**config.mk**
```make
export PLATFORM = sky130hd
export DESIGN_NAME = mem_access_stage
export DESIGN_NICKNAME = d
export VERILOG_FILES = /design/src/rtl/mem_stage_pkg.sv /design/src/rtl/mem2wb_reg.sv /design/src/rtl/mem_access_stage.sv
export SDC_FILE = /design/constraint.sdc
export NUM_CORES = 1
export LEC_CHECK = 0
export CELL_PAD_IN_SITES_DETAIL_PLACEMENT = 1
export CELL_PAD_IN_SITES_GLOBAL_PLACEMENT = 1
export CORE_ASPECT_RATIO = 1.4
export CORE_UTILIZATION = 23
export CTS_BUF_LIST = sky130_fd_sc_hd__clkbuf_4
export DETAILED_ROUTE_END_ITERATION = 10
export PLACE_DENSITY_LB_ADDON = 0.1
export RECOVER_POWER = 100
export SKIP_LAST_GASP = 1
export SYNTH_ARGS = -nofsm -noshare
export SYNTH_HDL_FRONTEND = slang
export SYNTH_SLANG_ARGS = --single-unit
```
**constraint.sdc**
```tcl
create_clock -name clk -period 1.6 [get_ports clk]
set_input_delay 0.4 -clock clk [delete_from_list [all_inputs] [get_ports clk]]
set_output_delay 0.4 -clock clk [all_outputs]
set_load 0.03 [all_outputs]
```
**src/rtl/mem_stage_pkg.sv**
```systemverilog
// Shared types and default widths for the MEM pipeline stage.
package mem_stage_pkg;

   localparam int DATA_W_DEF = 32;
   localparam int DEST_W_DEF = 5;

   // Data-memory access sequencer states
   typedef enum logic [1:0] {
      IDLE   = 2'd0,
      REQ    = 2'd1,
      WAIT_R = 2'd2
   } mem_state_e;

endpackage

```
**src/rtl/mem2wb_reg.sv**
```systemverilog
// MEM/WB pipeline register. A bubble clears the write-back controls and
// leaves the data fields holding; load data only updates on a load return.
module mem2wb_reg #(
   parameter int DATA_W = 32,
   parameter int DEST_W = 5
) (
   input  logic              clk,
   input  logic              rst_n,
   input  logic              i_bubble,
   input  logic              i_wb_en,
   input  logic              i_mem_to_reg,
   input  logic [DATA_W-1:0] i_alu_res,
   input  logic              i_ld_data_en,
   input  logic [DATA_W-1:0] i_ld_data,
   input  logic [DEST_W-1:0] i_dest,
   output logic              o_wb_en,
   output logic              o_mem_to_reg,
   output logic [DATA_W-1:0] o_alu_res,
   output logic [DATA_W-1:0] o_mem_data,
   output logic [DEST_W-1:0] o_dest
);

   logic              r_wb_en;
   logic              r_mem_to_reg;
   logic [DATA_W-1:0] r_alu_res;
   logic [DATA_W-1:0] r_mem_data;
   logic [DEST_W-1:0] r_dest;

   // Capture the stage result, or insert a bubble while the stage is not done
   always_ff @(posedge clk or negedge rst_n) begin
      if (!rst_n) begin
         r_wb_en      <= 1'b0;
         r_mem_to_reg <= 1'b0;
         r_alu_res    <= '0;
         r_mem_data   <= '0;
         r_dest       <= '0;
      end else if (i_bubble) begin
         r_wb_en      <= 1'b0;
         r_mem_to_reg <= 1'b0;
      end else begin
         r_wb_en      <= i_wb_en;
         r_mem_to_reg <= i_mem_to_reg;
         r_alu_res    <= i_alu_res;
         r_dest       <= i_dest;
         if (i_ld_data_en) r_mem_data <= i_ld_data;
      end
   end

   assign o_wb_en      = r_wb_en;
   assign o_mem_to_reg = r_mem_to_reg;
   assign o_alu_res    = r_alu_res;
   assign o_mem_data   = r_mem_data;
   assign o_dest       = r_dest;

endmodule

```
**src/rtl/mem_access_stage.sv**
```systemverilog
// MEM stage: drives the req/gnt/rvalid data bus, stalls the front of the
// pipeline while an access is outstanding, resolves the branch and owns
// the MEM/WB register.
// Optional: define MEM_MISALIGN_CHK_EN to block word-misaligned accesses
// and expose a sticky misalign_err flag.
module mem_access_stage
   import mem_stage_pkg::*;
#(
   parameter int DATA_W = DATA_W_DEF,
   parameter int DEST_W = DEST_W_DEF
) (
   input  logic              clk,
   input  logic              rst,
   input  logic              wb_en_in,
   input  logic              mem_r_en_in,
   input  logic              mem_w_en_in,
   input  logic              zero_in,
   input  logic              branch_in,
   input  logic [DATA_W-1:0] alu_res_in,
   input  logic [DATA_W-1:0] st_val_in,
   input  logic [DEST_W-1:0] dest_in,
   output logic              dmem_req,
   output logic              dmem_we,
   output logic [DATA_W-1:0] dmem_addr,
   output logic [DATA_W-1:0] dmem_wdata,
   input  logic              dmem_gnt,
   input  logic              dmem_rvalid,
   input  logic [DATA_W-1:0] dmem_rdata,
   output logic              stall,
   output logic              pc_src,
   output logic              wb_en,
   output logic              mem_to_reg,
   output logic [DATA_W-1:0] alu_res,
   output logic [DATA_W-1:0] mem_data,
`ifdef MEM_MISALIGN_CHK_EN
   output logic              misalign_err,
`endif
   output logic [DEST_W-1:0] dest
);

   mem_state_e r_state;
   logic       w_op;
   logic       w_is_st;
   logic       w_misalign;
   logic       w_req;
   logic       w_st_done;
   logic       w_ld_done;
   logic       w_complete;
   logic       w_bubble;

   // Both enables set is treated as a store
   assign w_op    = mem_r_en_in | mem_w_en_in;
   assign w_is_st = mem_w_en_in;

`ifdef MEM_MISALIGN_CHK_EN
   logic r_misalign_err;

   // Misalignment is judged only when a new access would be launched
   assign w_misalign = (r_state == IDLE) & w_op & (alu_res_in[1:0] != 2'b00);

   // Sticky error flag, set by the first blocked access
   always_ff @(posedge clk or negedge rst) begin
      if (!rst)            r_misalign_err <= 1'b0;
      else if (w_misalign) r_misalign_err <= 1'b1;
   end

   assign misalign_err = r_misalign_err;
`else
   assign w_misalign = 1'b0;
`endif

   // Request is combinational in IDLE and held through REQ; reset drops it at once
   assign w_req = rst & (((r_state == IDLE) & w_op & ~w_misalign) | (r_state == REQ));

   // A store finishes on grant; a load only on rvalid once the grant is behind us
   assign w_st_done  = w_req & dmem_gnt & w_is_st;
   assign w_ld_done  = (r_state == WAIT_R) & dmem_rvalid;
   assign w_complete = w_st_done | w_ld_done | w_misalign;
   assign stall      = w_op & ~w_complete;
   assign w_bubble   = stall | w_misalign;

   // Access sequencer
   always_ff @(posedge clk or negedge rst) begin
      if (!rst) begin
         r_state <= IDLE;
      end else begin
         case (r_state)
            IDLE: begin
               if (w_op && !w_misalign) begin
                  if (dmem_gnt) r_state <= w_is_st ? IDLE : WAIT_R;
                  else          r_state <= REQ;
               end
            end
            REQ: begin
               if (dmem_gnt) r_state <= w_is_st ? IDLE : WAIT_R;
            end
            WAIT_R: begin
               if (dmem_rvalid) r_state <= IDLE;
            end
            default: r_state <= IDLE;
         endcase
      end
   end

   // Bus fields come straight from EX/MEM, which upstream holds during a stall
   assign dmem_req   = w_req;
   assign dmem_we    = mem_w_en_in;
   assign dmem_addr  = alu_res_in;
   assign dmem_wdata = st_val_in;

   assign pc_src = zero_in & branch_in;

   mem2wb_reg #(
      .DATA_W (DATA_W),
      .DEST_W (DEST_W)
   ) u_mem2wb (
      .clk          (clk),
      .rst_n        (rst),
      .i_bubble     (w_bubble),
      .i_wb_en      (wb_en_in),
      .i_mem_to_reg (w_ld_done),
      .i_alu_res    (alu_res_in),
      .i_ld_data_en (w_ld_done),
      .i_ld_data    (dmem_rdata),
      .i_dest       (dest_in),
      .o_wb_en      (wb_en),
      .o_mem_to_reg (mem_to_reg),
      .o_alu_res    (alu_res),
      .o_mem_data   (mem_data),
      .o_dest       (dest)
   );

endmodule

```
==> Word-level counts from Yosys, hierarchy flattened <==
Cells that the tools add are included.
{ "word_totals": {"register_bits": 73, "inputBits": 110, "word_cells": 34} }
{ "classes": {"n_eq_ne": 5, "muxes": 8, "bitwise": 12, "reduce_logical": 3} }
{ "ops": {"columns": ["op", "n"], "rows": [
  ["$mux W2", 5],
  ["$and A1 B1 Y1", 7],
  ["$ne A2 B2 Y1 const B", 3],
  ["$pmux W2 S3", 1],
  ["$or A1 B1 Y1", 3],
  ["$reduce_and A3 Y1", 1],
  ["$eq A2 B1 Y1 const B", 1],
  ["$eq A2 B2 Y1 const B", 1],
  ["$logic_not A2 Y1", 1],
  ["$mux W1", 2],
  ["$not A1 Y1", 2],
  ["$reduce_and A2 Y1", 1]
]} }

==> Depth between registers and ports, before layout <==
Gate-level depths: netlist of the first run.
{ "logic_depth": {"word_depth": 11, "depth_mapped": 6, "depth_no_buf": 3} }

==> By module <==
A second synthesis of the first run with hierarchy kept.
{ "hier_totals": {"cells_unflattened": 230, "hier_area_um2": 3365.7} }
{ "by_module_without_submodules": {"columns": ["module", "n_inst", "cells_each", "area_per_inst_um2"], "rows": [
  ["mem2wb_reg", 1, 151, 2748.9],
  ["mem_access_stage", 1, 79, 616.8]
]} }

==> Worst setup path after synthesis of the first run <==
OpenSTA, ideal clock, no wires.
{ "synth_path": {"path_kind": "input-to-output", "from": "input mem_w_en_in", "to": "output dmem_req", "arrival_ns": 1.176, "path_slack_ns": 0.024, "stages": 2, "path_buffers": 0, "cell_sequence": "nor3_1 -> nor3b_1"} }
{ "synth_via": {"elab_chain_cells": 4} }
{ "synth_lines": {"columns": ["item", "line", "source"], "rows": [
  ["start: declaration", "mem_access_stage.sv:16", "input logic mem_w_en_in,"],
  ["$or A1 B1 Y1", "mem_access_stage.sv:52", "assign w_op = mem_r_en_in | mem_w_en_in;"],
  ["$and A1 B1 Y1", "mem_access_stage.sv:73", "assign w_req = rst & (((r_state == IDLE) & w_op & ~w_misalign) | (r_state == REQ));"],
  ["$or A1 B1 Y1", "mem_access_stage.sv:73", null],
  ["$and A1 B1 Y1", "mem_access_stage.sv:73", null],
  ["end: declaration", "mem_access_stage.sv:22", "output logic dmem_req,"]
]} }
Every way passes these cells.

==> Worst setup path after layout of the first run <==
{ "layout_path": {"from": "register r_state[1]", "to": "output stall"} }
{ "layout_via": {"elab_chain_cells": 9, "word_cells_on_any_way": 12} }
{ "layout_lines": {"columns": ["item", "line", "source"], "rows": [
  ["start: declaration", "mem_access_stage.sv:41", "mem_state_e r_state;"],
  ["start signal: assignment", "mem_access_stage.sv:90", "if (dmem_gnt) r_state <= w_is_st ? IDLE : WAIT_R;"],
  ["start signal: assignment", "mem_access_stage.sv:95", "if (dmem_gnt) r_state <= w_is_st ? IDLE : WAIT_R;"],
  ["$logic_not A2 Y1", "mem_access_stage.sv:73", null],
  ["$and A1 B1 Y1", "mem_access_stage.sv:73", null],
  ["$or A1 B1 Y1", "mem_access_stage.sv:73", null],
  ["$and A1 B1 Y1", "mem_access_stage.sv:73", null],
  ["$and A1 B1 Y1 (2 in series)", "mem_access_stage.sv:76", "assign w_st_done = w_req & dmem_gnt & w_is_st;"],
  ["$or A1 B1 Y1 (*)", "mem_access_stage.sv:78", "assign w_complete = w_st_done | w_ld_done | w_misalign;"],
  ["$not A1 Y1 (*)", "mem_access_stage.sv:79", "assign stall = w_op & ~w_complete;"],
  ["$and A1 B1 Y1 (*)", "mem_access_stage.sv:79", null],
  ["end: declaration", "mem_access_stage.sv:29", "output logic stall,"]
]} }
Mark *: on every way between the ends. The rest lies on a longest branch, timed or not.

==> parameters.txt, run 1 <==
Parameter                              Value

STA
  Time the final worst path needs with I/O delays and setup ... 1.91 ns
  Hold Slack ... 0.373 ns
  Period utilisation layout ... 120%
  Unrepaired setup endpoints after global routing ... true
  Min setup slack post-route ... -0.314 ns
  Fin Clk Skew ... 0.0183 ns
  Total Negative Setup Slacks ... -8.39 ns
  Slew @ Worst Pin ... 1.02 ns
  Relative max-transition margin ... 31.8%
  Fmax ... 523 MHz
  Final-report hold violation count ... 0
  Total count of max-transition violations in the final report ... 0
  Total setup violations reported at the end of the flow ... 61

Setup path
  Element type at the critical path start ... flip-flop
  Start-to-end type of the worst setup path ... flip-flop to primary output
  Slowest Stage Delay on Critical Path ... 0.40 ns
  Worst-case register-to-register setup slack ... -0.21 ns
  Total buffers and inverters traversed by the critical path ... 2
  Data arrival time of the worst path ... 1.51 ns
  Cells traversed along the worst timing path ... and4b_1 > nor3_4 > buf_12 > buf_12
  Type of destination of the critical path ... primary output
  Largest fanout on the critical path ... 3
  Capture point of the worst reg-to-reg path ... u_mem2wb.o_mem_data[20]
  Standard cell with the maximum stage delay on the critical path ... dfrtp_1
  Most numerous cell on the critical path ... buf_12
  Path depth of the worst reg2reg path ... 4
  R2R Path Start ... r_state[0]
  Kind of cell adding the most delay to the critical path ... simple AND/OR/NAND/NOR gates
  Required time of the critical path ... 1.20 ns

Logic synthesis
  Cell count after synthesis ... 228
  Mean Syn Cell Area ... 14.4 µm²
  Main combinational cell family by area after synthesis ... multiplexers
  Number of warnings reported in the yosys synthesis log ... 0
  Synth Area in XOR/XNOR ... 0%
  Post-synthesis sequential area ratio ... 55.5%
  Adder-cell share of the synthesized area ... 0%
  Netlist Area Pre-Place ... 3290 µm²
  Flip-flop and latch count after synthesis ... 73
  Net count after synthesis ... 338
  Share of the synthesized area in compound gates (AO/OA/AOI/OAI) ... 0.380%
  Synth cell types ... 18
  Area share of and/or/nand/nor cells after synthesis ... 2.40%
  Portion of netlist area occupied by mux cells ... 24.8%

Global route
  Number of global-route vias before repair ... 2389
  Initial antenna violation count ... 1
  Tot GR Track Use ... 12.4%
  Residual overflow from global routing ... 0
  Wire length of the first global-routing pass ... 13.2 mm
  Largest net degree at the start of global routing ... 74

Cells and area
  Util after Layout ... 36.4%
  Final design area excluding fillers ... 5060 µm²
  Fraction of final layout cells with drive strength greater than 1 ... 52.9%
  Syn-to-layout area delta ... 53.8%
  Layout Nets ... 483

Floorplanning
  Die area ... 14800 µm²
  Boundary Pins ... 249
  Placement Rows ... 51
  Floorplan Core Area ... 13900 µm²
  Vertical die dimension ... 144 µm
  Die width ... 103 µm
  Starting density of the core ... 23.6%

Placement
  Global placer's final weighted congestion ... 0.711
  Half-perimeter wire length after placement ... 6.56 mm
  IO Port Bufs ... 184
  Cell area after placement ... 4860 µm²

Power
  Share of power burned in the clock network ... 17.4%
  Power dissipated by switching net loads ... 2.60 mW
  Internal power ... 4.11 mW
  Worst voltage drop across the vdd grid ... 496 µV
  Cell Pwr Density ... 1330 nW/µm²
  Overall power ... 6.71 mW
  Switching part of the total power ... 38.7%
  Register share of total power ... 38.2%
  Leak ... 2.24 nW
  Proportion of power drawn by combinational gates ... 44.4%

Route
  Average wire per standard cell ... 16.6 µm
  Initial DRC count ... 35
  Detail Route met2 WL ... 5.34 mm
  First-pass detailed-route iteration total ... 2
  Total Wirelength ... 9.34 mm
  Topmost layer with routed signal wires ... met4
  Detailed-route wire length on metal 1 ... 3.23 mm
  Overall via count from detail_route ... 2230
  Residual DRC count ... 0
  Metal3 WL ... 595 µm
  ANT nets after route ... 0
  Vias per inst ... 3.95

Run status
  Result of the run ... finished with violations
  Violations in the final reports ... negative setup slack

CTS
  Number of buffers added by the clock tree synthesis step ... 9
  H-Tree Level Count ... 3
  CTS root buffer ... clkbuf_4
  Source-to-sink clock delay at the later pin of the worst-skew pair ... 0.42 ns
  Clock Sinks ... 73
  CTS tree ... built
  Maximum root-to-sink buffer count ... 2
  CTS clock-pin slew for the worst setup and hold paths ... 0.13 ns
  Total of hold buffers inserted after clock tree synthesis ... 0

Hold path
  Tightest Hold Check Type ... input pin to asynchronous set/reset pin

Run
  Max-cap violations ... 0
-- Yosys cell counts --
cell type	instances	area (µm²)
dfrtp_1	73	1830
nor3_4	1	16.3
and2_1	1	6.26
o211ai_1	1	7.51
nand2b_1	1	6.26
nor3_1	2	10.0
nor2b_1	1	6.26
buf_2	3	15.0
buf_4	68	510
and4b_1	1	10.0
and3b_1	1	8.76
buf_12	1	20.0
o21ai_0	1	5.00
nor2_1	2	7.51
mux2_2	59	664
buf_6	1	11.3
mux2_4	10	150
nor3b_1	1	7.51
-- per-stage QoR --
stage,worst slack [ns],instances
after global routing,-0.406,564
final,-0.314,564
after detailed placement,-0.543,537
after global placement,-0.539,537
after floorplan,0.0241,228
after CTS,-0.368,559
-- layout make-up --
class / count / area, µm²
sequential: 73 / 1830
fill: 1538 / 8850
tap: 185 / 231
multi-input combinational: 82 / 970
antenna: 1 / 2.50
clock inverter: 6 / 58.8
clock buffer: 10 / 75.1
timing repair buffer: 207 / 1890
-- worst min-delay path, cell delays in order --
cell and delay (ns):
buf_4 0.09, buf_4 0.10, clkbuf_4 0.80
-- repair_timing --
item | in CTS | in global routing
resized for setup | 214 | 25
gates cloned | 1 | 2
endpoints found under the setup margin | 76 | 44
setup buffers | 5 | 2
pin swaps | 2 | 4
-- layout by cell type (no fill, tap or decap), types with 3 or more instances in the layout --
master / netlist / layout
mux2_2: 59 / 48
buf_12: 1 / 3
buf_2: 3 / 3
clkbuf_4: 0 / 11
dfrtp_1: 73 / 73
clkbuf_1: 0 / 18
buf_4: 68 / 11
clkbuf_2: 0 / 36
buf_6: 1 / 3
clkdlybuf4s15_2: 0 / 51
clkdlybuf4s50_1: 0 / 74
mux2_4: 10 / 21
-- power groups by stage --
stage	registers (mW)	logic, mW	clock network [mW]
3_5_place_dp	2.61	3.17	0
4_1_cts	2.57	3.08	1.25
2_1_floorplan	3.57	0.885	0
5_1_grt	2.64	3.12	1.32
3_3_place_gp	2.59	3.14	0
6_report	2.56	2.98	1.17
-- worst max-delay path by stage --
stage,startpoint,endpoint,depth (start not counted)
floorplan,mem_w_en_in,dmem_req,2
global placement,mem_w_en_in,stall,5
detailed placement,mem_w_en_in,stall,5
global route,r_state[1],stall,4
finish,r_state[1],stall,4
CTS,r_state[1],stall,4
-- kinds of logic after synthesis --
kind of cell | count (synthesis)
compound gates | 2
buf+inv | 73
flops | 73
mux | 69
simple gates | 11
-- metal layers --
metal | vias up | track usage [%]
met2 | 94 | 23.1
li1 | 996 | -
met1 | 1123 | 12.5
met5 | - | 0
met4 | 0 | 6.52
met3 | 17 | 3.02
Power figures use the tool's default switching activity.
==> inputs of run 2 (changes only) <==
- HOLD_SLACK_MARGIN: not set -> 0.05
- MAX_ROUTING_LAYER: not set -> met4
- SYNTH_HIERARCHICAL: not set -> 1
==> parameters.txt, run 2 <==
Parameter                              Value

Cells and area
  Final design area excluding fillers ... 5560 µm² (was 5060 µm²)
  Combined area of the multi-input logic cells ... 1060 µm² (was 970 µm²)
  Syn-to-layout area delta ... 65.1% (was 53.8%)
  Most frequent standard cell in the layout excluding fill and tap cells ... clkdlybuf4s50_1 (unchanged)
  Area taken by flip-flops and latches ... 1830 µm² (unchanged)
  Commonest cells after routing, fill and taps aside ... clkdlybuf4s50_1, dfrtp_1, clkdlybuf4s15_2 (unchanged)
  Number of fill cells in the layout ... 1491 (was 1538)
  Layout Nets ... 497 (was 483)
  Fraction of final layout cells with drive strength greater than 1 ... 57.7% (was 52.9%)

STA
  Total Negative Setup Slacks ... -17.42 ns (was -8.39 ns)
  Total count of max-transition violations in the final report ... 0 (unchanged)
  Slew @ Worst Pin ... 1.06 ns (was 1.02 ns)
  Min setup slack post-route ... -0.358 ns (was -0.314 ns)
  Final-report hold violation count ... 0 (unchanged)
  Relative max-transition margin ... 29.5% (was 31.8%)
  Fmax ... 511 MHz (was 523 MHz)
  Fin Clk Skew ... 0.0196 ns (was 0.0183 ns)
  Period utilisation layout ... 122% (was 120%)
  Unrepaired setup endpoints after global routing ... true (unchanged)
  Total setup violations reported at the end of the flow ... 71 (was 61)
  Time the final worst path needs with I/O delays and setup ... 1.96 ns (was 1.91 ns)

Route
  Average wire per standard cell ... 16.2 µm (was 16.6 µm)
  First-pass detailed-route iteration total ... 4 (was 2)
  Initial DRC count ... 30 (was 35)
  Overall via count from detail_route ... 2283 (was 2230)
  Total Wirelength ... 9.38 mm (was 9.34 mm)
  Residual DRC count ... 0 (unchanged)
  Vias per inst ... 3.95 (about the same)
  ANT nets after route ... 0 (unchanged)

Placement
  IO Port Bufs ... 184 (unchanged)
  Half-perimeter wire length after placement ... 6.82 mm (was 6.56 mm)
  Global placer's final weighted congestion ... 0.719 (was 0.711)
  Cell area after placement ... 5070 µm² (was 4860 µm²)

Logic synthesis
  Main combinational cell family by area after synthesis ... multiplexers (unchanged)
  Adder-cell share of the synthesized area ... 0% (unchanged)
  Share of synthesized registers carrying an async set or reset ... 100% (unchanged)
  Synth Area in XOR/XNOR ... 0% (unchanged)
  Share of the synthesized area in compound gates (AO/OA/AOI/OAI) ... 0.260% (was 0.380%)
  Yosys top cell by area ... dfrtp_1 (unchanged)
  Most frequent cell after synthesis ... dfrtp_1 (unchanged)
  Netlist Area Pre-Place ... 3370 µm² (was 3290 µm²)
  Most instantiated cells after synthesis ... dfrtp_1, buf_4, mux2_2, mux2_4 (was dfrtp_1, buf_4, mux2_2, mux2_4, buf_2)
  Post-synthesis sequential area ratio ... 54.3% (was 55.5%)
  Most area-consuming cells after synthesis ... dfrtp_1, buf_4, mux2_4 (was dfrtp_1, mux2_2, buf_4)
  Flip-flop and latch count after synthesis ... 73 (unchanged)
  Cell count after synthesis ... 230 (was 228)
  Area fraction of the dominant cell type after synthesis ... 54.3% (was 55.5%)
  Synth cell types ... 16 (was 18)
  Portion of netlist area occupied by mux cells ... 26.4% (was 24.8%)
  Primary flip-flop cell chosen by synthesis mapping ... dfrtp_1 (unchanged)
  Number of warnings reported in the yosys synthesis log ... 6 (was 0)
  Mean Syn Cell Area ... 14.6 µm² (was 14.4 µm²)
  Area share of and/or/nand/nor cells after synthesis ... 2.53% (was 2.40%)
  Net count after synthesis ... 340 (was 338)
  Number of enable-type register cells in the synthesized netlist ... 0 (unchanged)

Setup path
  Start-to-end type of the worst setup path ... input pin to primary output (was flip-flop to primary output)
  Type of destination of the critical path ... primary output (unchanged)
  Element type at the critical path start ... input pin (was flip-flop)
  Slowest Stage Delay on Critical Path ... 0.43 ns (was 0.40 ns)
  Standard cell with the maximum stage delay on the critical path ... clkdlybuf4s50_1 (was dfrtp_1)
  Largest fanout on the critical path ... 2 (was 3)
  Cells traversed along the worst timing path ... clkdlybuf4s50_1 > and3b_2 > nor3_4 > buf_12 > buf_8 (was and4b_1 > nor3_4 > buf_12 > buf_12)
  Required time of the critical path ... 1.20 ns (about the same)
  Data arrival time of the worst path ... 1.56 ns (was 1.51 ns)
  Total buffers and inverters traversed by the critical path ... 3 (was 2)
  Kind of cell adding the most delay to the critical path ... buffers and inverters (was simple AND/OR/NAND/NOR gates)

Global route
  Initial antenna violation count ... 1 (unchanged)
  Wire length of the first global-routing pass ... 14.0 mm (was 13.2 mm)
  Largest net degree at the start of global routing ... 42 (was 74)
  Tot GR Track Use ... 12.6% (was 12.4%)
  Residual overflow from global routing ... 0 (unchanged)
  Number of global-route vias before repair ... 2503 (was 2389)

Floorplanning
  Placement Rows ... 51 (unchanged)
  Boundary Pins ... 249 (unchanged)
  Starting density of the core ... 23.9% (was 23.6%)
  Floorplan Core Area ... 14100 µm² (was 13900 µm²)
  Die width ... 104 µm (was 103 µm)
  Die area ... 15100 µm² (was 14800 µm²)
  Vertical die dimension ... 145 µm (was 144 µm)

Power
  Power dissipated by switching net loads ... 2.67 mW (was 2.60 mW)
  Internal power ... 4.72 mW (was 4.11 mW)
  Proportion of power drawn by combinational gates ... 44.5% (was 44.4%)
  Cell Pwr Density ... 1330 nW/µm² (about the same)
  Switching part of the total power ... 36.2% (was 38.7%)
  Worst voltage drop across the vdd grid ... 582 µV (was 496 µV)
  Share of power burned in the clock network ... 20.2% (was 17.4%)
  Register share of total power ... 35.3% (was 38.2%)
  Leak ... 2.49 nW (was 2.24 nW)

CTS
  Source-to-sink clock delay at the later pin of the worst-skew pair ... 0.43 ns (was 0.42 ns)
  Clock Sinks ... 73 (unchanged)
  Number of buffers added by the clock tree synthesis step ... 9 (unchanged)
  H-Tree Level Count ... 3 (unchanged)
  CTS clock-pin slew for the worst setup and hold paths ... 0.12 ns (was 0.13 ns)
  Maximum root-to-sink buffer count ... 2 (unchanged)
  CTS tree ... built (unchanged)
  CTS root buffer ... clkbuf_4 (unchanged)

Run status
  Result of the run ... finished with violations (unchanged)
  Violations in the final reports ... negative setup slack (unchanged)

Hold path
  Tightest Hold Check Type ... input pin to flip-flop (was input pin to asynchronous set/reset pin)

Run
  Max-cap violations ... 0 (unchanged)
run 2: cell count changes after synthesis, sizes merged:
cell	before	now
inv	0	1
nor2b	1	3
or3b	0	1
o21ai	1	0
o211ai	1	0
o41ai	0	1
nand2b	1	0
run 2: per-layer routing:
layer	wire (µm)	part of all wire, %	GRT usage, %
met2	5380	57	22.9
met4	202	2.2	6.14
met1	3280	35	12.5
met3	514	5.5	2.65
met5	0	0	-
run 2: timing repair:
action | 4_1_cts | 5_1_grt
setup endpoints to repair | 140 | 81
gates resized for setup | 203 | 38
pin swaps | 2 | 2
cloned | 1 | 3
buffers inserted | 5 | 5
endpoints found under the hold margin | 32 | 32
run 2: stage by stage:
stage / utilization (%) / power (mW) / setup slack [ns] / cells / hold slack (ns)
after floorplan: - / 4.66 / -0.251 / 230 / 0.104
after global placement: 36.0 / 6.00 / -0.565 / 546 / 0.490
after detailed placement: 36.0 / 6.03 / -0.619 / 546 / 0.492
after CTS: 38.5 / 7.46 / -0.401 / 568 / -0.00126
after global routing: 39.4 / 7.73 / -0.423 / 578 / 0.413
final: 39.4 / 7.39 / -0.358 / 578 / 0.406
run 2: power groups by stage:
| stage | Sequential [mW] | Clock, mW | Combinational (mW) |
|---|---|---|---|
| 2_1_floorplan | 3.62 | 0 | 1.04 |
| 3_3_place_gp | 2.63 | 0 | 3.37 |
| 3_5_place_dp | 2.64 | 0 | 3.39 |
| 4_1_cts | 2.62 | 1.57 | 3.27 |
| 5_1_grt | 2.68 | 1.62 | 3.43 |
| 6_report | 2.61 | 1.50 | 3.29 |
run 2: area by class of cell:
type	count	share of cell area (%)
Tap cell	185	4.17
Clock inverter	7	2.14
Timing Repair Buffer	219	40.4
Antenna cell	1	0.0450
Sequential cell	73	32.9
Clock buffer	9	1.22
Inverter	1	0.0676
Multi-Input combinational cell	83	19.1
run 2: logic make-up (layout without fill, tap and decap cells):
kind of cell,count (synthesis),count (layout)
buffers and inverters,74,236
DFF,73,73
muxes,69,69
and+or+nand+nor,13,13
AOI/OAI and AO/OA,1,1
other,0,1
run 2: worst register-to-register path: stages, from the launching register on:
cell and delay [ns]:
dfrtp_1 0.43, and4b_2 0.32, nor3_4 0.05, buf_4 0.14, buf_6 0.11, nor2b_4 0.18, buf_12 0.15, buf_12 0.13
mux2_4 0.31
run 2: path summary, 6_finish.rpt:
path                                   startpoint                 endpoint  slack, ns  cells past startpoint
min reg2reg                u_mem2wb/o_alu_res[14]   u_mem2wb/o_alu_res[14]       0.52                      1
min                                   mem_w_en_in               r_state[1]       0.41                      3
max reg2reg                            r_state[1]  u_mem2wb/o_mem_data[26]      -0.32                      8
max                                   dmem_rvalid                    stall      -0.36                      5
max in group asynchronous                     rst    u_mem2wb/o_alu_res[7]       0.41                      4
min in group asynchronous                     rst   u_mem2wb/o_mem_data[3]       0.50                      3
==> inputs of run 3 (changes only) <==
- ABC_AREA: not set -> 1
- CORE_MARGIN: not set -> 2
- CORE_UTILIZATION: 23 -> 21
==> parameters.txt, run 3 <==
Parameter                              Value

Power
  Leak ... 2.60 nW (was 2.49 nW)
  Worst voltage drop across the vdd grid ... 449 µV (was 582 µV)
  Cell Pwr Density ... 1570 nW/µm² (was 1330 nW/µm²)
  Overall power ... 8.15 mW (was 7.39 mW)

Route
  Detail Route met2 WL ... 6.13 mm (was 5.38 mm)
  Overall via count from detail_route ... 2986 (was 2283)
  Metal3 WL ... 643 µm (was 514 µm)
  Total Wirelength ... 11.4 mm (was 9.38 mm)
  Residual DRC count ... 0 (unchanged)
  First-pass detailed-route iteration total ... 4 (unchanged)
  Initial DRC count ... 83 (was 30)
  ANT nets after route ... 0 (unchanged)
  Detailed-route wire length on metal 1 ... 4.48 mm (was 3.28 mm)
  Average wire per standard cell ... 15.6 µm (was 16.2 µm)
  Vias per inst ... 4.08 (was 3.95)
  Topmost layer with routed signal wires ... met4 (unchanged)

Cells and area
  Syn-to-layout area delta ... 53.9% (was 65.1%)
  Commonest cells after routing, fill and taps aside ... nand2_1, clkdlybuf4s50_1, dfrtp_1 (was clkdlybuf4s50_1, dfrtp_1, clkdlybuf4s15_2)
  Number of fill cells in the layout ... 1852 (was 1491)
  Most frequent standard cell in the layout excluding fill and tap cells ... nand2_1 (was clkdlybuf4s50_1)
  Fraction of final layout cells with drive strength greater than 1 ... 28.2% (was 57.7%)
  Layout Nets ... 640 (was 497)

Setup path
  R2R Path Start ... r_state[0] (was r_state[1])
  Path depth of the worst reg2reg path ... 12 (was 8)
  Data arrival time of the worst path ... 1.41 ns (was 1.56 ns)
  Largest fanout on the critical path ... 2 (unchanged)
  Slowest Stage Delay on Critical Path ... 0.53 ns (was 0.43 ns)
  Start-to-end type of the worst setup path ... input pin to primary output (unchanged)
  Most numerous cell on the critical path ... nand2_1
  Required time of the critical path ... 1.20 ns (about the same)
  Worst-case register-to-register setup slack ... 0.09 ns (was -0.32 ns)
  Total buffers and inverters traversed by the critical path ... 4 (was 3)
  Kind of cell adding the most delay to the critical path ... buffers and inverters (unchanged)
  Type of destination of the critical path ... primary output (unchanged)
  Capture point of the worst reg-to-reg path ... u_mem2wb/o_mem_data[15] (was u_mem2wb/o_mem_data[26])
  Element type at the critical path start ... input pin (unchanged)
  Cells traversed along the worst timing path ... clkdlybuf4s50_1 > nand3_2 > nand2_1 > inv_1 > nand2_1 > inv_2 > buf_6 (was clkdlybuf4s50_1 > and3b_2 > nor3_4 > buf_12 > buf_8)
  Standard cell with the maximum stage delay on the critical path ... clkdlybuf4s50_1 (unchanged)

Hold path
  Tightest Hold Check Type ... input pin to asynchronous set/reset pin (was input pin to flip-flop)

STA
  Min setup slack post-route ... -0.212 ns (was -0.358 ns)
  Fin Clk Skew ... 0.0139 ns (was 0.0196 ns)
  Slew @ Worst Pin ... 1.09 ns (was 1.06 ns)
  Total count of max-transition violations in the final report ... 0 (unchanged)
  Period utilisation layout ... 113% (was 122%)
  Final-report hold violation count ... 0 (unchanged)
  Total setup violations reported at the end of the flow ... 2 (was 71)
  Relative max-transition margin ... 27.6% (was 29.5%)
  Time the final worst path needs with I/O delays and setup ... 1.81 ns (was 1.96 ns)
  Unrepaired setup endpoints after global routing ... true (unchanged)
  Total Negative Setup Slacks ... -0.275 ns (was -17.42 ns)
  Fmax ... 552 MHz (was 511 MHz)

Run status
  Result of the run ... finished with violations (unchanged)
  Violations in the final reports ... negative setup slack (unchanged)

Logic synthesis
  Synth cell types ... 14 (was 16)
  Primary flip-flop cell chosen by synthesis mapping ... dfrtp_1 (unchanged)
  Yosys top cell by area ... dfrtp_1 (unchanged)
  Most area-consuming cells after synthesis ... dfrtp_1, nand2_1, buf_4 (was dfrtp_1, buf_4, mux2_4)
  Share of synthesized registers carrying an async set or reset ... 100% (unchanged)
  Flip-flop and latch count after synthesis ... 73 (unchanged)
  Net count after synthesis ... 509 (was 340)
  Post-synthesis sequential area ratio ... 54.2% (was 54.3%)
  Number of warnings reported in the yosys synthesis log ... 6 (unchanged)
  Cell count after synthesis ... 399 (was 230)
  Most instantiated cells after synthesis ... nand2_1, dfrtp_1, buf_4, nand3_1, inv_1 (was dfrtp_1, buf_4, mux2_2, mux2_4)
  Mean Syn Cell Area ... 8.45 µm² (was 14.6 µm²)
  Number of enable-type register cells in the synthesized netlist ... 0 (unchanged)
  Most frequent cell after synthesis ... nand2_1 (was dfrtp_1)
  Netlist Area Pre-Place ... 3370 µm² (about the same)
  Area fraction of the dominant cell type after synthesis ... 54.2% (was 54.3%)

CTS
  Total of hold buffers inserted after clock tree synthesis ... 0
  H-Tree Level Count ... 3 (unchanged)
  Number of buffers added by the clock tree synthesis step ... 9 (unchanged)
  CTS clock-pin slew for the worst setup and hold paths ... 0.13 ns (was 0.12 ns)
  CTS root buffer ... clkbuf_4 (unchanged)
  CTS tree ... built (unchanged)
  Clock Sinks ... 73 (unchanged)
  Source-to-sink clock delay at the later pin of the worst-skew pair ... 0.43 ns (about the same)
  Maximum root-to-sink buffer count ... 2 (unchanged)

Floorplanning
  Floorplan Core Area ... 15700 µm² (was 14100 µm²)
  Starting density of the core ... 21.5% (was 23.9%)
  Boundary Pins ... 249 (unchanged)
  Die width ... 111 µm (was 104 µm)
  Vertical die dimension ... 154 µm (was 145 µm)
  Placement Rows ... 54 (was 51)
  Die area ... 17100 µm² (was 15100 µm²)

Global route
  Tot GR Track Use ... 13.4% (was 12.6%)
  Number of global-route vias before repair ... 3234 (was 2503)
  Largest net degree at the start of global routing ... 74 (was 42)
  Wire length of the first global-routing pass ... 17.7 mm (was 14.0 mm)
  Initial antenna violation count ... 1 (unchanged)
  Residual overflow from global routing ... 0 (unchanged)

Run
  Max-cap violations ... 0 (unchanged)

Placement
  Global placer's final weighted congestion ... 0.738 (was 0.719)
  IO Port Bufs ... 184 (unchanged)
  Worst setup slack before clock tree synthesis ... -0.475 ns (was -0.619 ns)
  Half-perimeter wire length after placement ... 7.84 mm (was 6.82 mm)
run 3: cell types whose count changed in the layout (fill, tap and decap cells not counted), sizes merged, moves of 2 or more:
cell	before	now
nor2	2	8
nor2b	3	0
buf	66	18
nor3	3	0
clkbuf	25	55
nand3	0	34
dlygate4sd2	0	2
inv	1	12
clkdlybuf4s15	60	63
nand2	0	185
mux2	69	0
dlymetal6s2s	2	0
run 3: worst max path at each step:
| stage | start | cells after the start | end |
|---|---|---|---|
| after floorplan | mem_w_en_in | 10 | u_mem2wb/o_alu_res[17] |
| after global placement | mem_w_en_in | 11 | u_mem2wb/o_mem_data[5] |
| after detailed placement | mem_w_en_in | 11 | u_mem2wb/o_mem_data[28] |
| after CTS | r_state[1] | 6 | stall |
| after global routing | r_state[0] | 7 | stall |
| final | dmem_rvalid | 7 | stall |
run 3: through the flow:
stage / std cells / area, µm² / hold WS (ns) / utilization, %
6_report: 732 / 5190 / 0.293 / 33.1
5_1_grt: 732 / 5190 / 0.380 / 33.1
4_1_cts: 728 / 5230 / 0.252 / 33.4
3_5_place_dp: 709 / 4930 / 0.458 / 31.5
3_3_place_gp: 709 / 4930 / 0.454 / 31.5
2_1_floorplan: 399 / 3370 / 0.104 / -
run 3: routing by layer:
metal  vias to the layer above  GRT usage, %
met5                         -             -
met3                        15          3.23
li1                       1418             -
met2                        98          24.0
met1                      1455          14.2
met4                         0          5.23
run 3: layout make-up:
| type | count | area (µm²) | area share, % |
|---|---|---|---|
| Sequential cell | 73 | 1830 | 35.2 |
| Timing Repair Buffer | 203 | 1930 | 37.2 |
| Clock inverter | 7 | 109 | 2.10 |
| Antenna cell | 1 | 2.50 | 0.0482 |
| Multi-Input combinational cell | 231 | 953 | 18.4 |
| Inverter | 12 | 52.6 | 1.01 |
| Clock buffer | 9 | 67.6 | 1.30 |
| Tap cell | 196 | 245 | 4.72 |
run 3: worst reg2reg max path, cell delays in order (launching register included):
cell and delay (ns):
dfrtp_1 0.42, inv_2 0.08, nand3_2 0.07, nand2_1 0.07, inv_1 0.04, nand2_1 0.07, inv_2 0.06, buf_4 0.16
inv_8 0.09, nand2_4 0.07, clkbuf_16 0.18, nand2_1 0.07, nand2_1 0.05
run 3: cells by family after synthesis:
kind of cell | after synthesis | synth area share (%)
DFF | 73 | 54.2
buffers and inverters | 95 | 18.3
and+or+nand+nor | 229 | 27.2
AOI/OAI and AO/OA | 2 | 0.371
run 3: power by group:
group	switching [mW]	internal, mW
Sequential	0.337	2.47
Clock	0.692	0.776
Combinational	2.44	1.43
run 3: timing repair:
action	4_1_cts	5_1_grt
resized for setup	208	16
setup endpoints to repair	70	75
gates cloned	0	2
setup buffers	3	1
pin swaps	4	0
